[src/rtl/usb_control_endpoint_if.sv]
// Bundles the SETUP, IN-packet and descriptor-ROM signals of endpoint 0.
// slave is the endpoint sequencer; master is the transceiver/ROM side.
interface usb_control_endpoint_if;
  logic [3:0]  Setup_Endpoint;
  logic [7:0]  Setup_RequestType;
  logic [7:0]  Setup_Request;
  logic [15:0] Setup_Value;
  logic [15:0] Setup_Index;
  logic [15:0] Setup_Length;
  logic        Setup_Valid;
  logic        Setup_Ack;

  logic [9:0]  In_ByteCount;
  logic        In_Send;
  logic        In_Busy;
  logic        In_ClkEnable;
  logic [9:0]  In_Address;
  logic [7:0]  In_Data;

  logic [9:0]  Desc_Address;
  logic [7:0]  Desc_Data;

  modport slave (
    input  Setup_Endpoint, Setup_RequestType, Setup_Request, Setup_Value,
           Setup_Index, Setup_Length, Setup_Valid,
    output Setup_Ack,
    output In_ByteCount, In_Send, In_Data,
    input  In_Busy, In_ClkEnable, In_Address,
    output Desc_Address,
    input  Desc_Data
  );

  modport master (
    output Setup_Endpoint, Setup_RequestType, Setup_Request, Setup_Value,
           Setup_Index, Setup_Length, Setup_Valid,
    input  Setup_Ack,
    input  In_ByteCount, In_Send, In_Data,
    output In_Busy, In_ClkEnable, In_Address,
    input  Desc_Address,
    output Desc_Data
  );
endinterface

[src/rtl/usb_control_endpoint.sv]
// Endpoint-0 control sequencer: decodes standard SETUP requests, drives the
// IN data/status stages in MAX_PACKET chunks, owns Address and Configuration.
module usb_control_endpoint #(
  parameter int MAX_PACKET       = 64,
  parameter int DEVICE_DESC_BASE = 0,
  parameter int DEVICE_DESC_LEN  = 18,
  parameter int CONFIG_DESC_BASE = 18,
  parameter int CONFIG_DESC_LEN  = 9
) (
  input  logic                   Clk,
  input  logic                   Reset,
  input  logic                   Reset_Request,
  output logic [6:0]             Address,
  output logic [7:0]             Configuration,
  output logic                   Stall,
  usb_control_endpoint_if.slave  bus
);

  localparam logic [9:0] MAX_PKT  = 10'(MAX_PACKET);
  localparam logic [9:0] DEV_BASE = 10'(DEVICE_DESC_BASE);
  localparam logic [9:0] DEV_LEN  = 10'(DEVICE_DESC_LEN);
  localparam logic [9:0] CFG_BASE = 10'(CONFIG_DESC_BASE);
  localparam logic [9:0] CFG_LEN  = 10'(CONFIG_DESC_LEN);

  typedef enum logic [2:0] {IDLE, DECODE, LOAD, SEND, WAIT, STALL} state_t;
  typedef enum logic [2:0] {SRC_NONE, SRC_DEVICE, SRC_CONFIG_SET, SRC_CONFIG_REG, SRC_STATUS} source_t;

  state_t      state_reg, state_next;
  source_t     source_reg, source_next;
  logic [6:0]  address_reg, address_next;
  logic [6:0]  pending_addr_reg, pending_addr_next;
  logic        set_address_reg, set_address_next;
  logic [7:0]  config_reg, config_next;
  logic        setup_ack_reg, setup_ack_next;
  logic        in_send_reg, in_send_next;
  logic [9:0]  byte_count_reg, byte_count_next;
  logic        stall_reg, stall_next;
  logic [7:0]  req_type_reg, req_type_next;
  logic [7:0]  request_reg, request_next;
  logic [15:0] value_reg, value_next;
  logic [15:0] length_reg, length_next;
  logic [9:0]  base_reg, base_next;
  logic [9:0]  total_reg, total_next;
  logic [9:0]  remaining_reg, remaining_next;
  logic [9:0]  offset_reg, offset_next;

  logic        accept;
  logic        go_stall;
  logic [9:0]  src_len;
  logic        unused_inputs;

  // Setup_Ack is still high in the cycle after acceptance; masking it keeps a
  // slow-to-drop Setup_Valid from being accepted twice.
  assign accept = bus.Setup_Valid && (bus.Setup_Endpoint == 4'd0) && !setup_ack_reg;

  // Next-state and next-register computation for the whole sequencer.
  always_comb begin
    state_next        = state_reg;
    source_next       = source_reg;
    address_next      = address_reg;
    pending_addr_next = pending_addr_reg;
    set_address_next  = set_address_reg;
    config_next       = config_reg;
    setup_ack_next    = 1'b0;
    in_send_next      = in_send_reg;
    byte_count_next   = byte_count_reg;
    stall_next        = stall_reg;
    req_type_next     = req_type_reg;
    request_next      = request_reg;
    value_next        = value_reg;
    length_next       = length_reg;
    base_next         = base_reg;
    total_next        = total_reg;
    remaining_next    = remaining_reg;
    offset_next       = offset_reg;
    go_stall          = 1'b0;
    src_len           = 10'd0;

    if (accept) begin
      // A new SETUP always wins and abandons whatever transfer was running.
      setup_ack_next = 1'b1;
      req_type_next  = bus.Setup_RequestType;
      request_next   = bus.Setup_Request;
      value_next     = bus.Setup_Value;
      length_next    = bus.Setup_Length;
      stall_next     = 1'b0;
      in_send_next   = 1'b0;
      state_next     = DECODE;
    end else begin
      unique case (state_reg)
        IDLE: ;
        DECODE: begin
          set_address_next = 1'b0;
          source_next      = SRC_NONE;
          if (req_type_reg[6:5] != 2'd0) begin
            go_stall = 1'b1;
          end else begin
            case (request_reg)
              8'd6: begin
                case (value_reg[15:8])
                  8'd1: begin
                    source_next = SRC_DEVICE;
                    base_next   = DEV_BASE;
                    src_len     = DEV_LEN;
                  end
                  8'd2: begin
                    source_next = SRC_CONFIG_SET;
                    base_next   = CFG_BASE;
                    src_len     = CFG_LEN;
                  end
                  default: go_stall = 1'b1;
                endcase
              end
              8'd8: begin
                source_next = SRC_CONFIG_REG;
                src_len     = 10'd1;
              end
              8'd0: begin
                source_next = SRC_STATUS;
                src_len     = 10'd2;
              end
              8'd5: begin
                pending_addr_next = value_reg[6:0];
                set_address_next  = 1'b1;
              end
              8'd9: begin
                if (value_reg[7:0] <= 8'd1) config_next = value_reg[7:0];
                else                        go_stall    = 1'b1;
              end
              default: go_stall = 1'b1;
            endcase
          end

          if (go_stall) begin
            stall_next = 1'b1;
            state_next = STALL;
          end else begin
            total_next     = (length_reg < {6'd0, src_len}) ? length_reg[9:0] : src_len;
            remaining_next = total_next;
            offset_next    = 10'd0;
            state_next     = LOAD;
          end
        end
        LOAD: begin
          byte_count_next = (remaining_reg < MAX_PKT) ? remaining_reg : MAX_PKT;
          in_send_next    = 1'b1;
          if (in_send_reg && bus.In_Busy) begin
            in_send_next = 1'b0;
            state_next   = SEND;
          end
        end
        SEND: begin
          // Entered with In_Busy high, so a low sample here is its falling edge.
          if (!bus.In_Busy) begin
            offset_next    = offset_reg + byte_count_reg;
            remaining_next = remaining_reg - byte_count_reg;
            if (set_address_reg) address_next = pending_addr_reg;
            state_next = WAIT;
          end
        end
        WAIT: begin
          if (remaining_reg != 10'd0) begin
            state_next = LOAD;
          end else if ((byte_count_reg == MAX_PKT) && ({6'd0, total_reg} < length_reg)) begin
            // Short-of-wLength transfer ending on a full packet needs a ZLP;
            // LOAD naturally produces a count of zero here.
            state_next = LOAD;
          end else begin
            state_next = IDLE;
          end
        end
        STALL: stall_next = 1'b1;
        default: state_next = IDLE;
      endcase
    end
  end

  // State register; bus reset behaves exactly like Reset, so they share a branch.
  always_ff @(posedge Clk) begin
    if (Reset || Reset_Request) begin
      state_reg        <= IDLE;
      source_reg       <= SRC_NONE;
      address_reg      <= 7'd0;
      pending_addr_reg <= 7'd0;
      set_address_reg  <= 1'b0;
      config_reg       <= 8'd0;
      setup_ack_reg    <= 1'b0;
      in_send_reg      <= 1'b0;
      byte_count_reg   <= 10'd0;
      stall_reg        <= 1'b0;
      req_type_reg     <= 8'd0;
      request_reg      <= 8'd0;
      value_reg        <= 16'd0;
      length_reg       <= 16'd0;
      base_reg         <= 10'd0;
      total_reg        <= 10'd0;
      remaining_reg    <= 10'd0;
      offset_reg       <= 10'd0;
    end else begin
      state_reg        <= state_next;
      source_reg       <= source_next;
      address_reg      <= address_next;
      pending_addr_reg <= pending_addr_next;
      set_address_reg  <= set_address_next;
      config_reg       <= config_next;
      setup_ack_reg    <= setup_ack_next;
      in_send_reg      <= in_send_next;
      byte_count_reg   <= byte_count_next;
      stall_reg        <= stall_next;
      req_type_reg     <= req_type_next;
      request_reg      <= request_next;
      value_reg        <= value_next;
      length_reg       <= length_next;
      base_reg         <= base_next;
      total_reg        <= total_next;
      remaining_reg    <= remaining_next;
      offset_reg       <= offset_next;
    end
  end

  // Packet byte path: ROM address and data mux are combinational from In_Address.
  always_comb begin
    bus.Desc_Address = base_reg + offset_reg + bus.In_Address;
    case (source_reg)
      SRC_DEVICE, SRC_CONFIG_SET: bus.In_Data = bus.Desc_Data;
      SRC_CONFIG_REG:             bus.In_Data = config_reg;
      default:                    bus.In_Data = 8'h00;
    endcase
  end

  assign bus.Setup_Ack    = setup_ack_reg;
  assign bus.In_Send      = in_send_reg;
  assign bus.In_ByteCount = byte_count_reg;
  assign Address          = address_reg;
  assign Configuration    = config_reg;
  assign Stall            = stall_reg;

  // wIndex, the read strobe and the non-type bits of bmRequestType carry no meaning here.
  assign unused_inputs = ^{bus.Setup_Index, bus.In_ClkEnable, req_type_reg[7], req_type_reg[4:0]};

endmodule
[src/flat_wrapper.sv]
// flat-port wrapper written by rule: the top's interface ports become plain ports
module usb_control_endpoint_flat 
#(
  parameter int MAX_PACKET       = 64,
  parameter int DEVICE_DESC_BASE = 0,
  parameter int DEVICE_DESC_LEN  = 18,
  parameter int CONFIG_DESC_BASE = 18,
  parameter int CONFIG_DESC_LEN  = 9
)
  (Clk, Reset, Reset_Request, Address, Configuration, Stall, bus_Setup_Endpoint, bus_Setup_RequestType, bus_Setup_Request, bus_Setup_Value, bus_Setup_Index, bus_Setup_Length, bus_Setup_Valid, bus_Setup_Ack, bus_In_ByteCount, bus_In_Send, bus_In_Data, bus_In_Busy, bus_In_ClkEnable, bus_In_Address, bus_Desc_Address, bus_Desc_Data);
  usb_control_endpoint_if bus_i ();
  input  logic Clk;
  input  logic Reset;
  input  logic Reset_Request;
  output logic [6:0] Address;
  output logic [7:0] Configuration;
  output logic Stall;
  input wire logic [$bits(bus_i.Setup_Endpoint)-1:0] bus_Setup_Endpoint;
  input wire logic [$bits(bus_i.Setup_RequestType)-1:0] bus_Setup_RequestType;
  input wire logic [$bits(bus_i.Setup_Request)-1:0] bus_Setup_Request;
  input wire logic [$bits(bus_i.Setup_Value)-1:0] bus_Setup_Value;
  input wire logic [$bits(bus_i.Setup_Index)-1:0] bus_Setup_Index;
  input wire logic [$bits(bus_i.Setup_Length)-1:0] bus_Setup_Length;
  input wire logic [$bits(bus_i.Setup_Valid)-1:0] bus_Setup_Valid;
  output wire logic [$bits(bus_i.Setup_Ack)-1:0] bus_Setup_Ack;
  output wire logic [$bits(bus_i.In_ByteCount)-1:0] bus_In_ByteCount;
  output wire logic [$bits(bus_i.In_Send)-1:0] bus_In_Send;
  output wire logic [$bits(bus_i.In_Data)-1:0] bus_In_Data;
  input wire logic [$bits(bus_i.In_Busy)-1:0] bus_In_Busy;
  input wire logic [$bits(bus_i.In_ClkEnable)-1:0] bus_In_ClkEnable;
  input wire logic [$bits(bus_i.In_Address)-1:0] bus_In_Address;
  output wire logic [$bits(bus_i.Desc_Address)-1:0] bus_Desc_Address;
  input wire logic [$bits(bus_i.Desc_Data)-1:0] bus_Desc_Data;
  assign bus_i.Setup_Endpoint = bus_Setup_Endpoint;
  assign bus_i.Setup_RequestType = bus_Setup_RequestType;
  assign bus_i.Setup_Request = bus_Setup_Request;
  assign bus_i.Setup_Value = bus_Setup_Value;
  assign bus_i.Setup_Index = bus_Setup_Index;
  assign bus_i.Setup_Length = bus_Setup_Length;
  assign bus_i.Setup_Valid = bus_Setup_Valid;
  assign bus_Setup_Ack = bus_i.Setup_Ack;
  assign bus_In_ByteCount = bus_i.In_ByteCount;
  assign bus_In_Send = bus_i.In_Send;
  assign bus_In_Data = bus_i.In_Data;
  assign bus_i.In_Busy = bus_In_Busy;
  assign bus_i.In_ClkEnable = bus_In_ClkEnable;
  assign bus_i.In_Address = bus_In_Address;
  assign bus_Desc_Address = bus_i.Desc_Address;
  assign bus_i.Desc_Data = bus_Desc_Data;
  usb_control_endpoint #(.MAX_PACKET(MAX_PACKET), .DEVICE_DESC_BASE(DEVICE_DESC_BASE), .DEVICE_DESC_LEN(DEVICE_DESC_LEN), .CONFIG_DESC_BASE(CONFIG_DESC_BASE), .CONFIG_DESC_LEN(CONFIG_DESC_LEN)) u_core (.Clk(Clk), .Reset(Reset), .Reset_Request(Reset_Request), .Address(Address), .Configuration(Configuration), .Stall(Stall), .bus(bus_i));
endmodule
[config.mk]
export PLATFORM = sky130hd
export DESIGN_NAME = usb_control_endpoint_flat
export DESIGN_NICKNAME = d
export VERILOG_FILES = /design/src/rtl/usb_control_endpoint_if.sv /design/src/rtl/usb_control_endpoint.sv /design/src/flat_wrapper.sv
export SDC_FILE = /design/constraint.sdc
export NUM_CORES = 1
export LEC_CHECK = 0
export ABC_AREA = 1
export CAP_MARGIN = 10
export CORE_MARGIN = 2
export CORE_UTILIZATION = 40
export CTS_BUF_LIST = sky130_fd_sc_hd__clkbuf_8 sky130_fd_sc_hd__clkbuf_16
export DETAILED_ROUTE_END_ITERATION = 10
export GPL_TIMING_DRIVEN = 0
export HOLD_SLACK_MARGIN = 0.06
export PLACE_DENSITY = 0.65
export SLEW_MARGIN = 20
export SYNTH_ARGS = -nofsm -noshare
export SYNTH_HDL_FRONTEND = slang
export SYNTH_SLANG_ARGS = --single-unit
[constraint.sdc]
create_clock -name Clk -period 4.75 [get_ports Clk]
set_clock_uncertainty 0.2 [all_clocks]
set_input_delay 1.1875 -clock Clk [delete_from_list [all_inputs] [get_ports Clk]]
set_output_delay 1.1875 -clock Clk [all_outputs]
set_load 0.03 [all_outputs]
==> metrics.txt <==
post-route cell area 8300 um^2; CTS Sinks 115; Seq/Total Area, Yosys 37.0%; Critical Path RT 3.36 ns; outcome completed; Pre-Repair DR Iteration Count 4; placed inst area 7610 um^2; yosys warns 0; DR WL/cell 13.3 um; first-pass GRT wire length 26,700 um; TritonCTS clock tree done; hpwl dp 12,100 um; crit end category output pin; htree depth 4; Layout area overhead 33.3%; Crit Path Max Fanout 2; setup ws final 0.0331 ns; layout cells sized above 1 11.7%; crit path launch type primary input; # port buffers 114; Synth cell types 49; Crit-path slowest cell fa_1; Routed Antenna Nets 0; RSZ-0062 raised after global routing yes; hold buffers post-CTS 0; worst slew pin tran 0.995 ns; Num CTS Buffers 17; clk_lat worst skew 0.43 ns; die area 16,600 um^2; Avg Cell Area, Syn 7.40 um^2; routed vias 5,812; Clk pin slew, worst setup/hold paths 0.06 ns; static leakage 3.68 nW; max cap viols 0; RePlAce Congestion 0.882; WS Path Type primary input to output pin; CP Cell Sequence buf_6, fa_1, ha_4, inv_2, fa_2, o21ai_2, a21o_1, a21oi_2, nor2_1, nor2_1, nor2_1, nor2_2, xor2_2, buf_6; pwr dens 281 nW/um^2; initial antenna violation count 0; final wirelength 15,800 um; Hold Path Class flop to flop; hold depth 2; max frequency 0.212 GHz; synthesized instance count 842; Core Area 15,200 um^2; Remaining DRCs 0; worst reg2reg path depth 12; Tmin final 4.72 ns; clk root buf clkbuf_16; CP dominant cell by count nor2_1; Final #Nets 1,124; vias in the first global route 5,843; vias per inst 4.91; Die Ht 129 um; I/O pins 138; Yosys reg bits 115; iteration-0 DRC count of the detailed router 377; setup TNS 0 ns; final worst-path cycle share 99.3%; n_diodes 0; VDD IR max 0.237 mV; Slew headroom 33.1%; slowest stage delay, CP 0.55 ns; die width 129 um; worst slack at placement -1.09 ns; final hold vios 0; syn nets 984; GRT Resource Usage Total 20.3%; standard-cell row count 45; maximum buffer depth of the clock tree 2; Setup violations, final 0; pin count of the biggest net entering global routing 17; Slew Viols, Final 0; total global routing overflow 0; CP Data Arrival Time 3.33 ns; Initial Util 41.0%; Post-Syn Area 6230 um^2
==> stage by stage <==
| step | util, % | hold WS [ns] | instances | power, mW |
|---|---|---|---|---|
| 4_1_cts | 54.4 | 0.263 | 1182 | 2.35 |
| 2_1_floorplan | - | 0.239 | 842 | 1.04 |
| 5_1_grt | 54.6 | 0.279 | 1183 | 2.41 |
| 3_3_place_gp | 50.1 | 0.255 | 1144 | 1.13 |
| 6_report | 54.6 | 0.263 | 1183 | 2.33 |
| 3_5_place_dp | 50.1 | 0.253 | 1144 | 1.13 |
==> report_power, final <==
group / leakage, nW / switching (mW) / internal [mW]
combinational: 2.48 / 0.0669 / 0.0728
sequential: 0.926 / 0.00101 / 0.967
clock: 0.280 / 0.486 / 0.738
total: 3.68 / 0.553 / 1.78
==> per-layer routing <==
| metal | track usage (%) | vias up | routed length, um |
|---|---|---|---|
| met5 | 0 | - | 0 |
| met3 | 6.20 | 24 | 789 |
| met1 | 24.0 | 2618 | 7280 |
| met2 | 34.9 | 127 | 7440 |
| met4 | 6.97 | 0 | 268 |
| li1 | - | 3043 | - |
==> Yosys cell counts, drive strengths merged <==
cell | instances | area share [%]
nand2 | 190 | 12
inv | 123 | 7.4
dfxtp | 115 | 37
a21oi | 66 | 6.1
nand3 | 66 | 5.7
nor2 | 66 | 4.4
o21ai | 65 | 5.3
ha | 45 | 9.0
clkbuf | 16 | 0.96
xor2 | 13 | 1.8
nand4 | 12 | 1.2
nor3 | 11 | 1.2
buf | 5 | 0.82
fa | 5 | 1.6
nor4 | 5 | 0.50
xnor2 | 5 | 0.70
a31oi | 4 | 0.40
and3 | 4 | 0.40
or2 | 4 | 0.40
o211ai | 3 | 0.36
o21a | 3 | 0.36
a211oi | 2 | 0.24
a21o | 2 | 0.24
a221oi | 2 | 0.28
a22oi | 1 | 0.12
a31o | 1 | 0.14
clkinv | 1 | 0.060
nand3b | 1 | 0.12
nor3b | 1 | 0.12
o21bai | 1 | 0.12
o31ai | 1 | 0.12
o32ai | 1 | 0.14
o41ai | 1 | 0.14
or3 | 1 | 0.10
==> cell type report <==
cell class	instances	area, um^2
buffer	21	111
inverter	124	465
tap	188	235
fill	1469	6900
clock inverter	14	125
clock buffer	18	439
timing repair buffer	121	1190
sequential	115	2300
multi-input combinational	582	3440
==> timing repair <==
action	4_1_cts	5_1_grt
setup buffers	6	1
endpoints found under the setup margin	8	5
pin swaps	18	11
resized for setup	40	6
==> worst paths after layout <==
kind / start / slack, ns / endpoint
max: bus_In_Address[1] / 0.03 / bus_Desc_Address[9]
min: u_core.total_reg[6] / 0.26 / u_core.total_reg[6]
max reg2reg: u_core.request_reg[6] / 1.66 / u_core.remaining_reg[4]
min reg2reg: u_core.total_reg[6] / 0.26 / u_core.total_reg[6]
==> critical path, delay by kind of cell <==
kind            cells  cell delay, ns
compound gates      3            0.37
xor+xnor            1            0.14
buf+inv             3            0.26
fa+ha+maj           3            1.06
simple gates        4            0.30
==> cells by family (layout without fill, tap and decap cells) <==
logic type,count (synthesis),count (layout),synth area share [%]
flops,115,115,37.0
simple gates,361,361,26.5
buf+inv,145,298,9.26
fa+ha+maj,50,50,10.6
xor+xnor,18,18,2.53
compound gates,153,153,14.2
==> cell usage in the layout (no fill, tap or decap), types with 8 or more instances in the layout <==
master,n
nand2_1,176
inv_1,117
dfxtp_1,115
clkdlybuf4s50_1,104
nand3_1,61
o21ai_0,61
nor2_1,60
a21oi_1,48
ha_1,40
a21oi_2,18
clkbuf_16,17
clkbuf_1,16
nand2_2,12
xor2_1,12
nand4_1,12
buf_4,10
nor3_1,8
(Power assumes the default switching activity.)
